`src/rtl/dig_clock_period_meter.sv`:
```
// rtl/dig_clock_period_meter.sv - high/low phase length meter and divider terminal-count recovery
module dig_clock_period_meter #(
    parameter int WIDTH = 32
) (
    input  logic             cin,
    input  logic             rst_n,
    input  logic             sig_in,
    output logic [WIDTH-1:0] high_len,
    output logic [WIDTH-1:0] low_len,
    output logic [WIDTH:0]   period,
    output logic [WIDTH-1:0] max_count,
    output logic             meas_valid,
    output logic             locked,
    output logic             stalled
);

    localparam logic [WIDTH-1:0] MAX   = '1;
    localparam logic [1:0]       IDLE  = 2'd0;
    localparam logic [1:0]       FIRST = 2'd1;
    localparam logic [1:0]       RUN   = 2'd2;

    logic             s1, s2, s3;
    logic [WIDTH-1:0] cnt;
    logic [1:0]       state;
    logic             sig_edge;
    logic             capture;
    logic [WIDTH-1:0] next_high;
    logic [WIDTH-1:0] next_low;

    // Edge detection on the synchronized signal; a capture needs a known phase start
    always_comb begin
        sig_edge  = s2 ^ s3;
        capture   = sig_edge && (state != IDLE);
        next_high = high_len;
        next_low  = low_len;
        if (capture) begin
            if (s2) begin
                next_low = cnt;
            end else begin
                next_high = cnt;
            end
        end
    end

    // Two-flop synchronizer plus one delay stage for edge detection
    always_ff @(posedge cin or negedge rst_n) begin
        if (!rst_n) begin
            s1 <= 1'b0;
            s2 <= 1'b0;
            s3 <= 1'b0;
        end else begin
            s1 <= sig_in;
            s2 <= s1;
            s3 <= s2;
        end
    end

    // Phase counter: restarts at 1 on every edge, saturates at MAX otherwise
    always_ff @(posedge cin or negedge rst_n) begin
        if (!rst_n) begin
            cnt <= '0;
        end else if (sig_edge) begin
            cnt <= {{(WIDTH-1){1'b0}}, 1'b1};
        end else if (cnt != MAX) begin
            cnt <= cnt + 1'b1;
        end
    end

    // Arming FSM with capture, lock and stall handling; an edge always beats saturation
    always_ff @(posedge cin or negedge rst_n) begin
        if (!rst_n) begin
            state      <= IDLE;
            high_len   <= '0;
            low_len    <= '0;
            period     <= '0;
            max_count  <= '0;
            meas_valid <= 1'b0;
            locked     <= 1'b0;
            stalled    <= 1'b0;
        end else begin
            meas_valid <= capture;
            case (state)
                IDLE: begin
                    if (sig_edge) begin
                        state   <= FIRST;
                        stalled <= 1'b0;
                    end
                end
                FIRST, RUN: begin
                    if (sig_edge) begin
                        high_len  <= next_high;
                        low_len   <= next_low;
                        period    <= {1'b0, next_high} + {1'b0, next_low};
                        max_count <= cnt - 1'b1;
                        // Compare against the opposite phase register as it stood before this capture
                        locked    <= (state == RUN) && (cnt == (s2 ? high_len : low_len));
                        state     <= RUN;
                    end else if (cnt == MAX) begin
                        stalled <= 1'b1;
                        locked  <= 1'b0;
                        state   <= IDLE;
                    end
                end
                default: begin
                    state <= IDLE;
                end
            endcase
        end
    end

endmodule

```
`config.mk`:
```
export PLATFORM = sky130hd
export DESIGN_NAME = dig_clock_period_meter
export DESIGN_NICKNAME = d
export VERILOG_FILES = /design/src/rtl/dig_clock_period_meter.sv
export SDC_FILE = /design/constraint.sdc
export NUM_CORES = 1
export LEC_CHECK = 0
export CELL_PAD_IN_SITES_DETAIL_PLACEMENT = 0
export CELL_PAD_IN_SITES_GLOBAL_PLACEMENT = 2
export CORE_MARGIN = 1
export CORE_UTILIZATION = 35
export CTS_BUF_LIST = sky130_fd_sc_hd__clkbuf_16
export CTS_CLUSTER_SIZE = 24
export DETAILED_ROUTE_END_ITERATION = 12
export PLACE_DENSITY = 0.86
export SLEW_MARGIN = 20
export SYNTH_ARGS = -nofsm -noshare
export SYNTH_HDL_FRONTEND = slang
export SYNTH_SLANG_ARGS = --single-unit
```
`constraint.sdc`:
```
create_clock -name cin -period 4.95 [get_ports cin]
set_input_delay 0.7425 -clock cin [delete_from_list [all_inputs] [get_ports cin]]
set_output_delay 0.7425 -clock cin [all_outputs]
set_load 0.02 [all_outputs]
```
==> impl_results.md <==
- Outcome: complete, no violations
- Avg Cell Area, Syn: 8.720 um2
- H-tree depth: 4
- RD Place Congestion: 0.8490
- Core ar.: 30,590 um2
- Routed Antenna Nets: 0
- Critical path required time: 5.28 ns
- Clock-pin slew reported for the worst setup and hold paths after clock tree synthesis: around 0.080 ns
- Number of max-cap violations: 0
- GRT Total Usage: 21.54%
- Die Area: 31,730 um2
- Clock Tree Buf Depth: 2
- WP data arrival: 4.76 ns
- Finished Layout Cells: 1,741
- Yosys reg bits: 169
- Synthesized net count: 1,284
- # rows: 64
- Max IR drop VDD: 0.2388 mV
- Minimum clock period: 4.427 ns
- Clk_lat worst skew: 0.44 ns
- Yosys cell types: 71
- Final HPWL DP: around 23,000 um
- EDFF count, synth: 0
- Hold WS: 0.2617 ns
- Setup TNS: 0 ns
- Max stage delay on crit path: 0.56 ns
- CTS tree: done
- Worst Max-Slew Pin Slew: 1.233 ns
- Hold Vio Cnt, Final: 0
- Syn Std Cell Area: 10,860 um2
- Dpl cells: approximately 1,700
- Sequential area share after synthesis: between 30% and 40%
- # clock sinks: between 150 and 200
- CTS root buf: clkbuf_16
- CP max stage cell: nor3b_4
- IO Pins: roughly 140
- P per Cell Area: 372.9 nW/um2
- Die Wd: 178.1 um
- Via count: roughly 9,000
- Final Cycle Share: 89.43%
- Final net count: 1,371
- CP endpoint kind: flop
- Kind of critical path: reg -> reg
- Ys async rst share: 100.0%
- DRC: 0
- Share of cells above drive strength 1: 9.888%
- Worst min-delay path class: in -> async
- Post-synthesis cell count: ~1,200
- Top_reg_cell synth: dfrtp_1
- Drt first pass iters: 5
- Number of global-route vias before repair: 9,078
- Buffers & Inverters on Critical Path: 2
- Max Clk Rate: 225.9 MHz
- RSZ-0062 raised after global routing: no
- Buffers on Ports: 134
- Initial antenna violation count: 1
- 1st-iter DRT viols: 648
- Largest net degree at the start of global routing: 117
- Wirelength per Cell: 18.84 um
- FF-to-FF setup slack: roughly 0.52 ns
- First-pass GRT wire length: 51,940 um
- Worst setup SP type: flop
- # Post-CTS Setup Buffers: 0
- Fill cells: 3,065
- Clock Skew: 0.01461 ns
- Vias/cell: 5.209
- Critical Path, Cell by Cell: inv_1 > ha_1 > nor3b_4 > mux2_2 > ha_1 > inv_1 > fa_1 > nor2b_1 > o2111ai_1 > a21oi_1 > o211ai_1 > a21oi_1 > o31ai_2 > o31ai_1 > and3_1 > o41a_1
- Dpl cell area: 12,550 um2
- Fin area: 13,170 um2
- Ys Warns: 0
- Die height: 178.1 um
- Largest fanout on the critical path: 9
- Leakage: ~6.0 nW
- Layout area overhead: 21.29%
- Pins Over Slew Limit: 0
- # resized after CTS: 0
- Power Total: 4.911 mW
- Setup Viol. Count Final: 0
- Crit path max-delay family: compound AO/OA/AOI/OAI gates
- WL final: 32,800 um
- Num CTS Buffers: 17
- Diode count: 0
- Slew Limit Headroom: 17.05%
- Post-CTS Hold Buffers: 0
- Total congestion overflow: 0
- Initial Util: 35.49%
## layout by cell type (no fill, tap or decap), drive strengths merged, types with 41 or more instances in the layout
cell and n:
o21ai 84, clkdlybuf4s50 133, nor2 59, dfrtp 169, nand2 299, mux2 62
xor2 41, xnor2 92
## path summary, 6_finish.rpt
check,from,end,depth (start not counted)
worst max-delay path,state[1]$_DFFE_PN0P_,period[32]$_DFFE_PN0P_,16
worst min-delay path,rst_n,max_count[6]$_DFFE_PN0P_,1
worst max register to register,state[1]$_DFFE_PN0P_,period[32]$_DFFE_PN0P_,16
worst min register to register,s1$_DFF_PN0_,s2$_DFF_PN0_,0
max in group asynchronous,rst_n,high_len[18]$_DFFE_PN0P_,2
min in group cin,s1$_DFF_PN0_,s2$_DFF_PN0_,0
## flip-flops by register name, summed over array words and instances, names as in the netlist, 2 cells and up
name and cells:
state 2, period 33, low_len 32, cnt 32, high_len 32, max_count 32
## report_power, final
part	total, mW	internal (mW)	switching, mW
clock network	1.44	0.807	0.638
registers	1.72	1.57	0.151
logic	1.74	0.652	1.09
## area by class of cell
type | count | area (um2) | share of cell area [%]
timing repair buffer | 155 | 1525 | 11.58
clock buffer | 17 | 425.4 | 3.231
inverter | 27 | 101.3 | 0.7697
tap | 396 | 495.5 | 3.763
clock inverter | 15 | 187.7 | 1.425
sequential | 169 | 4230 | 32.13
multi-input combinational | 962 | 6202 | 47.10
## synthesized netlist by cell type, types with 3 or more instances
cell,count,area share [%]
a22oi_1,8,0.55
o221ai_1,3,0.24
nand3_1,13,0.60
nor3b_1,6,0.41
or3_1,12,0.69
xnor2_1,92,7.4
nor2_1,59,2.0
o21ai_1,14,0.65
nand4_1,13,0.75
a21oi_1,35,1.6
nor3_1,18,0.83
xor2_1,40,3.2
inv_1,27,0.93
mux2i_1,35,3.2
dfrtp_1,169,39
o211ai_1,6,0.41
a221oi_1,5,0.40
buf_1,8,0.28
o31ai_1,9,0.62
and4_1,3,0.24
nand2_1,299,10
o21bai_1,8,0.55
clkbuf_1,70,2.4
o22ai_1,4,0.23
ha_1,35,4.0
a21o_1,16,1.1
o21ai_0,68,3.1
buf_2,7,0.32
and3_1,20,1.2
a31oi_1,10,0.58
nor2b_1,11,0.63
mux2_2,61,6.3
nor4_1,13,0.75
## per-layer routing
metal / share of wire [%] / global-route usage [%]
met1: 47 / 29.26
met2: 48 / 35.38
met3: 3.7 / 3.495
met4: 1.5 / 5.627
met5: 0 / 0
## stage by stage
stage	setup WS [ns]	util [%]
after global placement	0.7028	41.04
after CTS	0.5178	43.05
after floorplan	0.7948	-
after detailed placement	0.5476	41.04
after global routing	0.2876	43.05
final	0.5233	43.05
## kinds of logic after synthesis
logic type / Yosys count / synth area share (%)
multiplexers: 97 / 9.658
buffers and inverters: 114 / 4.103
flip-flops: 169 / 38.95
XOR/XNOR: 133 / 10.80
adder cells (fa/ha/maj): 36 / 4.218
AND/OR/NAND/NOR: 489 / 20.46
AO/OA/AOI/OAI: 207 / 11.81
No activity file was read; power rests on OpenSTA's default activity.
